--- config.mk ---
export PLATFORM = sky130hd
export DESIGN_NAME = pipe_stage_reg
export DESIGN_NICKNAME = d
export VERILOG_FILES = /design/src/rtl/pipe_pkg.sv /design/src/rtl/pipe_skid_buf.sv /design/src/rtl/pipe_stage_reg.sv
export SDC_FILE = /design/constraint.sdc
export NUM_CORES = 1
export LEC_CHECK = 0
export CAP_MARGIN = 10
export CORE_AREA = 10 10 156 158
export CTS_BUF_LIST = sky130_fd_sc_hd__clkbuf_8
export DETAILED_ROUTE_END_ITERATION = 10
export DIE_AREA = 0 0 166 168
export GPL_TIMING_DRIVEN = 0
export PLACE_DENSITY = 0.79
export SYNTH_ARGS = -nofsm -noshare
export SYNTH_HDL_FRONTEND = slang
export SYNTH_SLANG_ARGS = --single-unit
--- constraint.sdc ---
create_clock -name clk -period 5.1 [get_ports clk]
set_clock_uncertainty 0.1 [all_clocks]
set_input_delay 1.02 -clock clk [delete_from_list [all_inputs] [get_ports clk]]
set_output_delay 1.02 -clock clk [all_outputs]
set_load 0.01 [all_outputs]
--- src/rtl/pipe_pkg.sv ---
// rtl/pipe_pkg.sv - shared types and constants for the pipeline-stage register
// Skid FSM encoding, control-bit positions and EX/MEM payload field layout.
package pipe_pkg;

  typedef enum logic [1:0] {
    EMPTY = 2'd0,
    ONE   = 2'd1,
    FULL  = 2'd2
  } skid_state_e;

  localparam int CTRL_MEMREAD  = 0;
  localparam int CTRL_MEMWRITE = 1;
  localparam int CTRL_BRANCH   = 2;
  localparam int CTRL_REGWRITE = 3;
  localparam int CTRL_MEMTOREG = 4;

  // EX/MEM payload packed LSB-first: zeroFlag, writeReg, readData2, ALUResult, branchTarget
  localparam int EXMEM_DATA_W            = 198;
  localparam int EXMEM_ZERO_FLAG_LSB     = 0;
  localparam int EXMEM_WRITE_REG_LSB     = 1;
  localparam int EXMEM_READ_DATA2_LSB    = 6;
  localparam int EXMEM_ALU_RESULT_LSB    = 70;
  localparam int EXMEM_BRANCH_TARGET_LSB = 134;

endpackage

--- src/rtl/pipe_skid_buf.sv ---
// rtl/pipe_skid_buf.sv - skid entry and EMPTY/ONE/FULL occupancy FSM
// Present only when PIPE_SKID_EN is defined; steers loads of the main register in the parent.
`ifdef PIPE_SKID_EN
module pipe_skid_buf
  import pipe_pkg::*;
#(
  parameter int DATA_W = 200,
  parameter int CTRL_W = 5
) (
  input  logic              clk,
  input  logic              rst_n,
  input  logic              push,
  input  logic              pop,
  input  logic              flush,
  input  logic [DATA_W-1:0] in_data,
  input  logic [CTRL_W-1:0] in_ctrl,
  output logic              rdy,
  output logic              main_ld_in,
  output logic              main_ld_skid,
  output logic [DATA_W-1:0] skid_data,
  output logic [CTRL_W-1:0] skid_ctrl,
  output logic [1:0]        occupancy
);

  skid_state_e       state_q, state_d;
  logic [DATA_W-1:0] sdata_q, sdata_d;
  logic [CTRL_W-1:0] sctrl_q, sctrl_d;
  logic              rdy_q, rdy_d;

  always_ff @(posedge clk or negedge rst_n) begin
    if (!rst_n) begin
      state_q <= EMPTY;
      sdata_q <= '0;
      sctrl_q <= '0;
      rdy_q   <= 1'b1;
    end else begin
      state_q <= state_d;
      sdata_q <= sdata_d;
      sctrl_q <= sctrl_d;
      rdy_q   <= rdy_d;
    end
  end

  always_comb begin
    state_d      = state_q;
    sdata_d      = sdata_q;
    sctrl_d      = sctrl_q;
    main_ld_in   = 1'b0;
    main_ld_skid = 1'b0;
    if (flush) begin
      state_d = EMPTY;
      sctrl_d = '0;
    end else begin
      case (state_q)
        EMPTY: if (push) begin
          state_d    = ONE;
          main_ld_in = 1'b1;
        end
        ONE: begin
          if (push && !pop) begin
            state_d = FULL;
            sdata_d = in_data;
            sctrl_d = in_ctrl;
          end else if (push && pop) begin
            main_ld_in = 1'b1;
          end else if (pop) begin
            state_d = EMPTY;
          end
        end
        FULL: if (pop) begin
          state_d      = ONE;
          main_ld_skid = 1'b1;
        end
        default: state_d = EMPTY;
      endcase
    end
    // Ready is registered from the next state so upstream never sees a path through out_ready
    rdy_d = (state_d != FULL);
  end

  always_comb begin
    occupancy = 2'd0;
    case (state_q)
      ONE:     occupancy = 2'd1;
      FULL:    occupancy = 2'd2;
      default: occupancy = 2'd0;
    endcase
  end

  assign rdy       = rdy_q;
  assign skid_data = sdata_q;
  assign skid_ctrl = sctrl_q;

endmodule
`endif

--- src/rtl/pipe_stage_reg.sv ---
// rtl/pipe_stage_reg.sv - pipeline-stage register with handshake, hold, flush
// Optional second (skid) entry with registered in_ready when PIPE_SKID_EN is defined.
module pipe_stage_reg
  import pipe_pkg::*;
#(
  parameter int DATA_W = 200,
  parameter int CTRL_W = 5
) (
  input  logic              clk,
  input  logic              rst_n,
  input  logic              in_valid,
  output logic              in_ready,
  input  logic [DATA_W-1:0] in_data,
  input  logic [CTRL_W-1:0] in_ctrl,
  output logic              out_valid,
  input  logic              out_ready,
  output logic [DATA_W-1:0] out_data,
  output logic [CTRL_W-1:0] out_ctrl,
  input  logic              hold,
  input  logic              flush,
  output logic [1:0]        occupancy
);

  logic              vld_q, vld_d;
  logic [DATA_W-1:0] data_q, data_d;
  logic [CTRL_W-1:0] ctrl_q, ctrl_d;
  logic              push, pop;

  assign out_valid = vld_q & ~hold;
  assign pop       = out_valid & out_ready;
  assign push      = in_valid & in_ready;
  assign out_data  = data_q;
  assign out_ctrl  = ctrl_q;

  always_ff @(posedge clk or negedge rst_n) begin
    if (!rst_n) begin
      vld_q  <= 1'b0;
      data_q <= '0;
      ctrl_q <= '0;
    end else begin
      vld_q  <= vld_d;
      data_q <= data_d;
      ctrl_q <= ctrl_d;
    end
  end

`ifdef PIPE_SKID_EN
  logic              skid_rdy, ld_in, ld_skid;
  logic [DATA_W-1:0] skid_data;
  logic [CTRL_W-1:0] skid_ctrl;

  pipe_skid_buf #(.DATA_W(DATA_W), .CTRL_W(CTRL_W)) u_skid (
    .clk          (clk),
    .rst_n        (rst_n),
    .push         (push),
    .pop          (pop),
    .flush        (flush),
    .in_data      (in_data),
    .in_ctrl      (in_ctrl),
    .rdy          (skid_rdy),
    .main_ld_in   (ld_in),
    .main_ld_skid (ld_skid),
    .skid_data    (skid_data),
    .skid_ctrl    (skid_ctrl),
    .occupancy    (occupancy)
  );

  assign in_ready = skid_rdy & rst_n & ~hold & ~flush;

  always_comb begin
    vld_d  = vld_q;
    data_d = data_q;
    ctrl_d = ctrl_q;
    if (flush) begin
      vld_d  = 1'b0;
      ctrl_d = '0;
    end else if (ld_skid) begin
      vld_d  = 1'b1;
      data_d = skid_data;
      ctrl_d = skid_ctrl;
    end else if (ld_in) begin
      vld_d  = 1'b1;
      data_d = in_data;
      ctrl_d = in_ctrl;
    end else if (pop) begin
      vld_d = 1'b0;
    end
  end
`else
  assign in_ready  = rst_n & (~vld_q | out_ready) & ~hold & ~flush;
  assign occupancy = {1'b0, vld_q};

  always_comb begin
    vld_d  = vld_q;
    data_d = data_q;
    ctrl_d = ctrl_q;
    // Flushed bubble keeps stale data but carries no memory or register-write side effects
    if (flush) begin
      vld_d  = 1'b0;
      ctrl_d = '0;
    end else if (push) begin
      vld_d  = 1'b1;
      data_d = in_data;
      ctrl_d = in_ctrl;
    end else if (pop) begin
      vld_d = 1'b0;
    end
  end
`endif

endmodule

==> results.yml, run 1 <==
logic_synthesis:
  netlist_area_um2: 8349
  synth-seq-cells: 206
  netlist_top_cells_area: "dfrtp_1, mux2_4, mux2_2"
  area_share_of_the_largest_cell_type_after_synthesis: 0.6174
  yosysTopAreaCell: "dfrtp_1"
  syn_avg_cell_area_um2: 18.55
  synthesis.yosys.warnings: 0
  synth.yosys.seq_area_share: 0.6174
  synthesis.instances: 450
  post_synthesis_net_count: 661
  yosys_cell_types: 17
cells_and_area:
  fillerInstances: 1598
  final_nets: 1118
  most_used_cells_in_the_layout_excluding_fill_and_tap_cells: "clkdlybuf4s50_1, dfrtp_1, mux2_4, mux2_2, clkbuf_8"
  mostFrequentLayoutCell: "clkdlybuf4s50_1"
  layout_overhead_on_the_synthesized_area_pct: 62.27
  fin_cells: 1205
  drive_gt1_frac: 0.3005
  num_antenna_cells: 0
run:
  max_cap_viol_count: 0
timing:
  timing_hold_violations_final: 0
  post-route-period-util: 0.8090
  timing.max_slew.rel_slack: 0.4866
  setup_violations: 0
  fmaxAchievable_ghz: 0.2424
  worst_pin_slew_ns: 0.7701
  final_critical_delay_including_setup_and_external_delays_ns: 4.126
  final_max_slew_viol_count: 0
  rsz0062_at_grt: "no"
routing:
  drt-total-wl_um: 26550
  drt-pass1-iter-count: 4
  detailedRoute.firstIterationViolations: 159
  remaining_drc_errors: 0
  dr_total_vias: 5545
  route.detailed.wl_per_inst_um: 22.03
  final_antenna_net_count: 0
  number_of_vias_per_cell: 4.602
pwr:
  pwr-share-comb: 0.334
  p_per_area_nw_per_um2: 399.0
  clkPwrFrac: 0.255
  p_sw_frac: 0.2705
  leakagePower_uw: 0.006285
  power_frac_seq: 0.412
  vdd.ir_drop.worst_mv: 0.3856
  intPower_uw: 3944
  power.total_uw: 5406
  switchingPower_uw: 1462
placement:
  dp_hpwl_um: 20640
  placedCellCount: 1149
  place.gp.congestion: 0.7912
  numPortBuffers: 418
clock_network:
  cts_buffers: 36
  clk_pin_slew_worst_paths_ns: 0.06
  cts_hold_buffers: 0
  post_cts.resized_instances: 0
  post-cts-setup-buffers: 0
  cts_tree: "done"
  tritoncts_num_sinks: 206
  root_buffer: "clkbuf_8"
  total_number_of_h_tree_levels: 2
  clockBufferDepth: 3
  clk-insertion-delay-late_ns: 0.50
floorplanning:
  initial_core_util: 0.3898
  die_area_um2: 27890
  fp.dieW_um: 166
  die_y_um: 168
  ioPinCount: 420
  core_ar_um2: 21420
  std_cell_rows: 54
worst_setup_path:
  path_class: "in2out"
  cpMaxStageDelayCell: "clkdlybuf4s50_1"
  cells_traversed_along_the_worst_timing_path: "buf_8 -> buf_16 -> nor4b_1 -> clkdlybuf4s50_1"
  critical_path_peak_fanout: 111
  worst-r2r-cell-count: 6
  max_stage_delay_ns: 0.60
  end_kind: "output port"
  crit_arrival_ns: 3.01
  timing.critical_path.required_ns: 3.98
  critPathLaunchType: "input pin"
global_route:
  vias_in_the_first_global_route: 6341
  grt_antenna_before_repair: 0
  grt_remaining_overflow: 0
  grt_usage: 0.1838
  grt_start_max_net_pins: 112
  grt_first_pass_wirelength_um: 40160
status:
  status: "completed"
worst_hold_path:
  min-delay-path-class: "reg2reg"
  min_delay_path_depth: 1
critical path, delay by kind of cell:
kind | cells | cell delay (ns)
buffers and inverters | 3 | 1.54
and+or+nand+nor | 1 | 0.31
layout make-up:
class / instances / area [µm²] / share of cell area
plain buffers: 25 / 275.3 / 0.02032
clock inverters: 15 / 67.56 / 0.004987
well taps: 280 / 350.3 / 0.02586
flip-flops and latches: 206 / 5155 / 0.3805
inverters: 1 / 3.754 / 0.0002771
multi-input cells: 218 / 2915 / 0.2152
repair buffers: 419 / 4217 / 0.3112
clock buffers: 41 / 564.3 / 0.04165
kinds of logic (layout without fill, tap and decap cells):
family	count (synthesis)	count (layout)	share of synthesized area
and+or+nand+nor	11	11	0.008842
DFF	206	206	0.6174
other	1	1	0.0004491
AOI/OAI and AO/OA	1	1	0.0008995
muxes	205	205	0.3390
buffers and inverters	26	501	0.03342
cells in the mapped netlist:
master	count
buf_6	6
mux2_2	66
or3_1	1
inv_1	1
o31ai_1	1
nand3b_1	1
nor2b_1	4
buf_12	1
conb_1	1
dfrtp_1	206
buf_2	6
nor2_1	1
buf_4	3
and2b_1	3
mux2_4	139
nor4b_1	1
buf_8	9
power by group through the flow:
stage / clock (µW) / sequential (µW) / combinational, µW
after global placement: 0 / 2230 / 1810
after floorplan: 0 / 2410 / 514
after detailed placement: 0 / 2240 / 1830
after CTS: 1440 / 2230 / 1840
after global routing: 1500 / 2270 / 1900
final: 1380 / 2220 / 1800
registers in the layout, summed over array words and instances, names as in the netlist:
name	flops
vld_q	1
out_ctrl	5
out_data	200
worst paths after layout:
| kind | slack (ns) | to | start |
|---|---|---|---|
| worst min register to register | 0.40 | out_data[34]$_DFFE_PN0P_ | out_data[34]$_DFFE_PN0P_ |
| worst max-delay path | 0.97 | in_ready | rst_n |
| max in group asynchronous | 3.49 | out_data[83]$_DFFE_PN0P_ | rst_n |
| worst min-delay path | 0.40 | out_data[34]$_DFFE_PN0P_ | out_data[34]$_DFFE_PN0P_ |
| min in group asynchronous | 0.41 | out_data[161]$_DFFE_PN0P_ | rst_n |
| worst max register to register | 3.15 | out_data[168]$_DFFE_PN0P_ | vld_q$_DFFE_PN0P_ |
layer usage:
metal	wire (µm)	vias up	track usage
met4	495	0	0.05085
met2	13430	278	0.3167
met5	0	-	0
met3	2780	33	0.08801
li1	-	2481	-
met1	9848	2753	0.1976
per-stage QoR:
stage	util	setup TNS [ns]	cell area [µm²]	hold WS, ns	setup slack (ns)
3_5_place_dp	0.6030	0	12920	0.3912	0.8342
2_1_floorplan	-	0	8349	0.4347	2.476
4_1_cts	0.6326	0	13550	0.4062	0.8231
3_3_place_gp	0.6015	-2330.78	12880	0.3863	-6.100
6_report	0.6326	0	13550	0.4022	0.9740
5_1_grt	0.6326	0	13550	0.4096	0.6809
Power figures use the tool's default switching activity.
==> run 2: changes to the inputs <==
CORE_AREA = default   (was 10 10 156 158)
CORE_MARGIN = 10   (was default)
CORE_UTILIZATION = 41   (was default)
DIE_AREA = default   (was 0 0 166 168)
PLACE_DENSITY = 0.82   (was 0.79)
clock period = 3.9 ns   (was 5.1 ns; I/O delays follow)
==> run 2 against run 1 <==
Against the previous run: sequential share of layout area is 0.13 points lower; global-route usage is 0.82 points higher; utilization increased by 4.4 points; wire length shrank 0.22%; clock-buffer cell count rose by 2; clock power grew 38%; worst hold slack lost 0.20 ns.
==> results.yml, run 2 (synthesized netlist as in run 1, its figures left out) <==
status:
  status: "completed"
routing:
  routed-wl-met3_um: 3026
  route.detailed.wl_per_inst_um: 22.10
  remaining_drc_errors: 0
  dr_total_vias: 5610
  detailedRoute.firstIterationViolations: 197
  number_of_vias_per_cell: 4.679
  final_antenna_net_count: 0
  drt-total-wl_um: 26490
  wl_met1_um: 9453
  routed-wl-met2_um: 13210
  highest-signal-layer: "met4"
  drt-pass1-iter-count: 4
clock_network:
  cts_hold_buffers: 0
  post-cts-setup-buffers: 0
  tritoncts_num_sinks: 206
  clockBufferDepth: 3
  clk-insertion-delay-late_ns: 0.49
  total_number_of_h_tree_levels: 2
  cts_buffers: 37
  cts_tree: "done"
  root_buffer: "clkbuf_8"
  post_cts.resized_instances: 0
  clk_pin_slew_worst_paths_ns: 0.06
run:
  max_cap_viol_count: 0
cells_and_area:
  fin_cells: 1199
  mostFrequentLayoutCell: "clkdlybuf4s50_1"
  layout_overhead_on_the_synthesized_area_pct: 62.80
  num_antenna_cells: 0
  finalCoreUtilization: 0.6761
  most_used_cells_in_the_layout_excluding_fill_and_tap_cells: "clkdlybuf4s50_1, dfrtp_1, mux2_4, mux2_2, clkbuf_8"
  largest_register_ff_count: 200
  fillerInstances: 1342
  drive_gt1_frac: 0.3014
  final_nets: 1119
  post-route-cell-area_um2: 13590
pwr:
  p_sw_frac: 0.2669
  leakagePower_uw: 0.006324
  clkPwrFrac: 0.265
  power_frac_seq: 0.405
  p_per_area_nw_per_um2: 528.8
  switchingPower_uw: 1918
  intPower_uw: 5269
  vdd.ir_drop.worst_mv: 0.3561
  pwr-share-comb: 0.330
worst_setup_path:
  critPathLaunchType: "input pin"
  end_kind: "output port"
  critical_path_peak_fanout: 107
  path_class: "in2out"
  timing.critical_path.required_ns: 3.02
  ff2ff_setup_slack_ns: 1.94
  reg2reg_to: "out_data[74]$_DFFE_PN0P_"
  regToRegStartpoint: "vld_q$_DFFE_PN0P_"
  crit_arrival_ns: 2.77
  worst-r2r-cell-count: 6
timing:
  timing.max_slew.rel_slack: 0.4704
  setup_violations: 0
  final_max_slew_viol_count: 0
  post-route-period-util: 0.9354
  rsz0062_at_grt: "no"
  timing_hold_violations_final: 0
  final_critical_delay_including_setup_and_external_delays_ns: 3.648
  fmaxAchievable_ghz: 0.2741
  worst_pin_slew_ns: 0.7944
floorplanning:
  die_y_um: 162.7
  std_cell_rows: 52
  fp.dieW_um: 162.7
  die_area_um2: 26470
  initial_core_util: 0.4153
  core_ar_um2: 20100
  ioPinCount: 420
placement:
  numPortBuffers: 418
  dp_hpwl_um: 20460
  place.gp.congestion: 0.7920
  placement.cell_area_um2: 12900
  placedCellCount: 1139
global_route:
  grt_antenna_before_repair: 0
  grt_start_max_net_pins: 108
  grt_usage: 0.1920
  grt_first_pass_wirelength_um: 39130
  grt_remaining_overflow: 0
  vias_in_the_first_global_route: 6366
worst_hold_path:
  min-delay-path-class: "in2async"
==> run 2: power groups by stage <==
stage,registers [µW],clock network [µW],logic [µW]
final,2910,1910,2370
after global routing,2970,2070,2500
after CTS,2910,1960,2410
after detailed placement,2940,0,2390
after global placement,2910,0,2370
after floorplan,3150,0,672
==> run 2: worst max-delay path by stage <==
stage,cells past startpoint,end,from,slack [ns]
global placement,1,out_data[34]$_DFFE_PN0P_,rst_n,-6.96
CTS,4,in_ready,rst_n,0.14
floorplan,6,out_data[125]$_DFFE_PN0P_,flush,1.73
global route,4,in_ready,rst_n,0.02
finish,4,in_ready,rst_n,0.25
detailed placement,4,in_ready,rst_n,0.13
==> run 2: critical path, cell delays in order <==
cell and delay [ns]:
buf_8 0.53, buf_16 0.44, nor4b_1 0.28, clkdlybuf4s50_1 0.62
==> run 2: final cells by class <==
cell class | count | area, µm² | share of cell area
Tap cell | 270 | 337.8 | 0.02485
Timing Repair Buffer | 419 | 4217 | 0.3102
Sequential cell | 206 | 5155 | 0.3792
Buffer | 25 | 275.3 | 0.02025
Inverter | 1 | 3.754 | 0.0002761
Clock inverter | 17 | 97.59 | 0.007180
Clock buffer | 43 | 591.8 | 0.04354
Multi-Input combinational cell | 218 | 2915 | 0.2145
==> run 2: routing by layer <==
layer	track usage	up-vias
li1	-	2492
met1	0.2006	2774
met2	0.3281	293
met3	0.09328	51
met4	0.07090	0
met5	0	-
==> run 2: per-stage QoR <==
step	power, µW	setup TNS, ns	setup slack (ns)	hold WS, ns
floorplan	3825	0	1.729	0.3844
global placement	5280	-2672.66	-6.958	0.3874
detailed placement	5329	0	0.1303	0.3909
CTS	7284	0	0.1436	0.2356
global route	7532	0	0.02279	0.2555
finish	7187	0	0.2520	0.2061
==> run 3: changes to the inputs <==
--- a/config.mk
+++ b/config.mk
@@ -8,9 +8,9 @@
 export CAP_MARGIN = 10
 export CORE_MARGIN = 10
-export CORE_UTILIZATION = 41
+export CORE_UTILIZATION = 37
 export CTS_BUF_LIST = sky130_fd_sc_hd__clkbuf_8
 export DETAILED_ROUTE_END_ITERATION = 10
 export GPL_TIMING_DRIVEN = 0
-export PLACE_DENSITY = 0.82
+export PLACE_DENSITY = 0.78
 export SYNTH_ARGS = -nofsm -noshare
 export SYNTH_HDL_FRONTEND = slang
==> constraint.sdc (replaced) <==
create_clock -name clk -period 3.26 [get_ports clk]
set_clock_uncertainty 0.1 [all_clocks]
set_input_delay 0.652 -clock clk [delete_from_list [all_inputs] [get_ports clk]]
set_output_delay 0.652 -clock clk [all_outputs]
set_load 0.005 [all_outputs]
==> run 3 against run 2 <==
Against the previous run: critical path type unchanged; combinational power increased by 10%; sequential share of layout area down 0.15 points; worst setup slack got worse by 0.043 ns; clock power is 21% higher; wire length increased by 3.1%; total power is 17% higher; cell count grew 0.75%; design area increased by 0.40%; clock-buffer cell count is 1 higher; the run now ends with negative hold slack left; first-iteration DRC count is 5.6% lower; flip-flop and latch count did not move.
==> results.yml, run 3 (synthesized netlist as in run 1, its figures left out) <==
status:
  status: "complete, but fails checks"
  violations: "negative hold slack"
clock_network:
  clockBufferDepth: 3
  total_number_of_h_tree_levels: 2
  clk_pin_slew_worst_paths_ns: 0.06
  cts_tree: "done"
  tritoncts_num_sinks: 206
  post-cts-setup-buffers: 0
  root_buffer: "clkbuf_8"
  clk-insertion-delay-late_ns: 0.51
  cts_buffers: 37
timing:
  post-route-period-util: 0.9357
  timing.max_slew.rel_slack: 0.5950
  timing_hold_violations_final: 2
  worst_pin_slew_ns: 0.6075
  setup_tns_ns: 0
  rsz0062_at_grt: "no"
  hold_slack_ns: -0.02121
  final_critical_delay_including_setup_and_external_delays_ns: 3.051
  final_max_slew_viol_count: 0
  fmaxAchievable_ghz: 0.3278
  setup_violations: 0
placement:
  numPortBuffers: 418
  place.gp.congestion: 0.7835
  placedCellCount: 1149
  placement.cell_area_um2: 12920
  dp_hpwl_um: 20730
cells_and_area:
  num_antenna_cells: 0
  largest_register_ff_count: 200
  drive_gt1_frac: 0.3028
  mostFrequentLayoutCell: "clkdlybuf4s50_1"
  fin_cells: 1208
  finalCoreUtilization: 0.6196
  fillerInstances: 1658
  most_used_cells_in_the_layout_excluding_fill_and_tap_cells: "clkdlybuf4s50_1, dfrtp_1, mux2_4, mux2_2, clkbuf_8"
  layout_overhead_on_the_synthesized_area_pct: 63.45
  final_nets: 1120
  post-route-cell-area_um2: 13650
worst_setup_path:
  end_kind: "output port"
  path_class: "in2out"
  timing.critical_path.required_ns: 2.51
  critical_path_peak_fanout: 105
  cells_traversed_along_the_worst_timing_path: "buf_12 -> buf_16 -> nor4b_1 -> clkdlybuf4s50_1"
  critPathLaunchType: "input pin"
  worst-r2r-cell-count: 6
  max_stage_delay_ns: 0.59
  cpMaxStageDelayCell: "clkdlybuf4s50_1"
  crit_arrival_ns: 2.30
pwr:
  vdd.ir_drop.worst_mv: 0.3871
  p_per_area_nw_per_um2: 616.3
  leakagePower_uw: 0.006335
routing:
  dr_total_vias: 5576
  drt-total-wl_um: 27310
  wl_met1_um: 9783
  detailedRoute.firstIterationViolations: 186
  route.detailed.wl_per_inst_um: 22.61
  number_of_vias_per_cell: 4.616
  remaining_drc_errors: 0
  final_antenna_net_count: 0
  highest-signal-layer: "met4"
  drt-pass1-iter-count: 4
  routed-wl-met3_um: 3117
  routed-wl-met2_um: 13830
floorplanning:
  ioPinCount: 420
  initial_core_util: 0.3791
  std_cell_rows: 54
  core_ar_um2: 22030
  die_y_um: 170.2
  die_area_um2: 28970
  fp.dieW_um: 170.2
global_route:
  vias_in_the_first_global_route: 6289
  grt_start_max_net_pins: 106
  grt_usage: 0.1807
  grt_remaining_overflow: 0
  grt_first_pass_wirelength_um: 40060
  grt_antenna_before_repair: 0
run:
  max_cap_viol_count: 0
worst_hold_path:
  min-delay-path-class: "in2async"
run 3: layer usage:
layer  vias up  track usage
met3        45      0.08700
met4         0      0.05301
met1      2773       0.1929
li1       2491            -
met2       267       0.3111
met5         -            0
run 3: report_power, final:
part	switching, µW	internal (µW)
combinational	722	1880
clock	1030	1290
sequential	329	3150
total	2090	6320
run 3: layout make-up:
type | count | area [µm²] | share of cell area
Clock inverter | 14 | 87.58 | 0.006418
Inverter | 1 | 3.754 | 0.0002751
Clock buffer | 44 | 605.6 | 0.04438
Buffer | 25 | 275.3 | 0.02017
Sequential cell | 206 | 5155 | 0.3777
Tap cell | 280 | 350.3 | 0.02567
Timing Repair Buffer | 420 | 4254 | 0.3117
Multi-Input combinational cell | 218 | 2915 | 0.2136
run 3: worst max-delay path: cells and delay by family:
kind,cells,cell delay [ns]
buffers and inverters,3,1.27
AND/OR/NAND/NOR,1,0.28
run 3: per-stage QoR:
stage	setup slack, ns	total power (µW)
detailed placement	-0.2579	6144
global route	0.02744	8832
floorplan	1.217	4342
global placement	-7.509	6098
finish	0.2095	8410
CTS	0.08858	8550
run 3: what timing repair did:
item | CTS | global route
resized for setup | 1 | 0
setup endpoints to repair | 1 | 0
hold buffers | 0 | 0
hold endpoints to repair | 0 | 0
run 3: path summary, 6_finish.rpt:
check                      slack, ns                      from                   endpoint
max reg2reg                     1.27         vld_q$_DFFE_PN0P_  out_data[181]$_DFFE_PN0P_
max                             0.21                     rst_n                   in_ready
min                            -0.02                     rst_n  out_data[158]$_DFFE_PN0P_
min reg2reg                     0.40  out_data[25]$_DFFE_PN0P_   out_data[25]$_DFFE_PN0P_
min in group clk                0.40  out_data[25]$_DFFE_PN0P_   out_data[25]$_DFFE_PN0P_
max in group asynchronous       2.23                     rst_n  out_data[162]$_DFFE_PN0P_
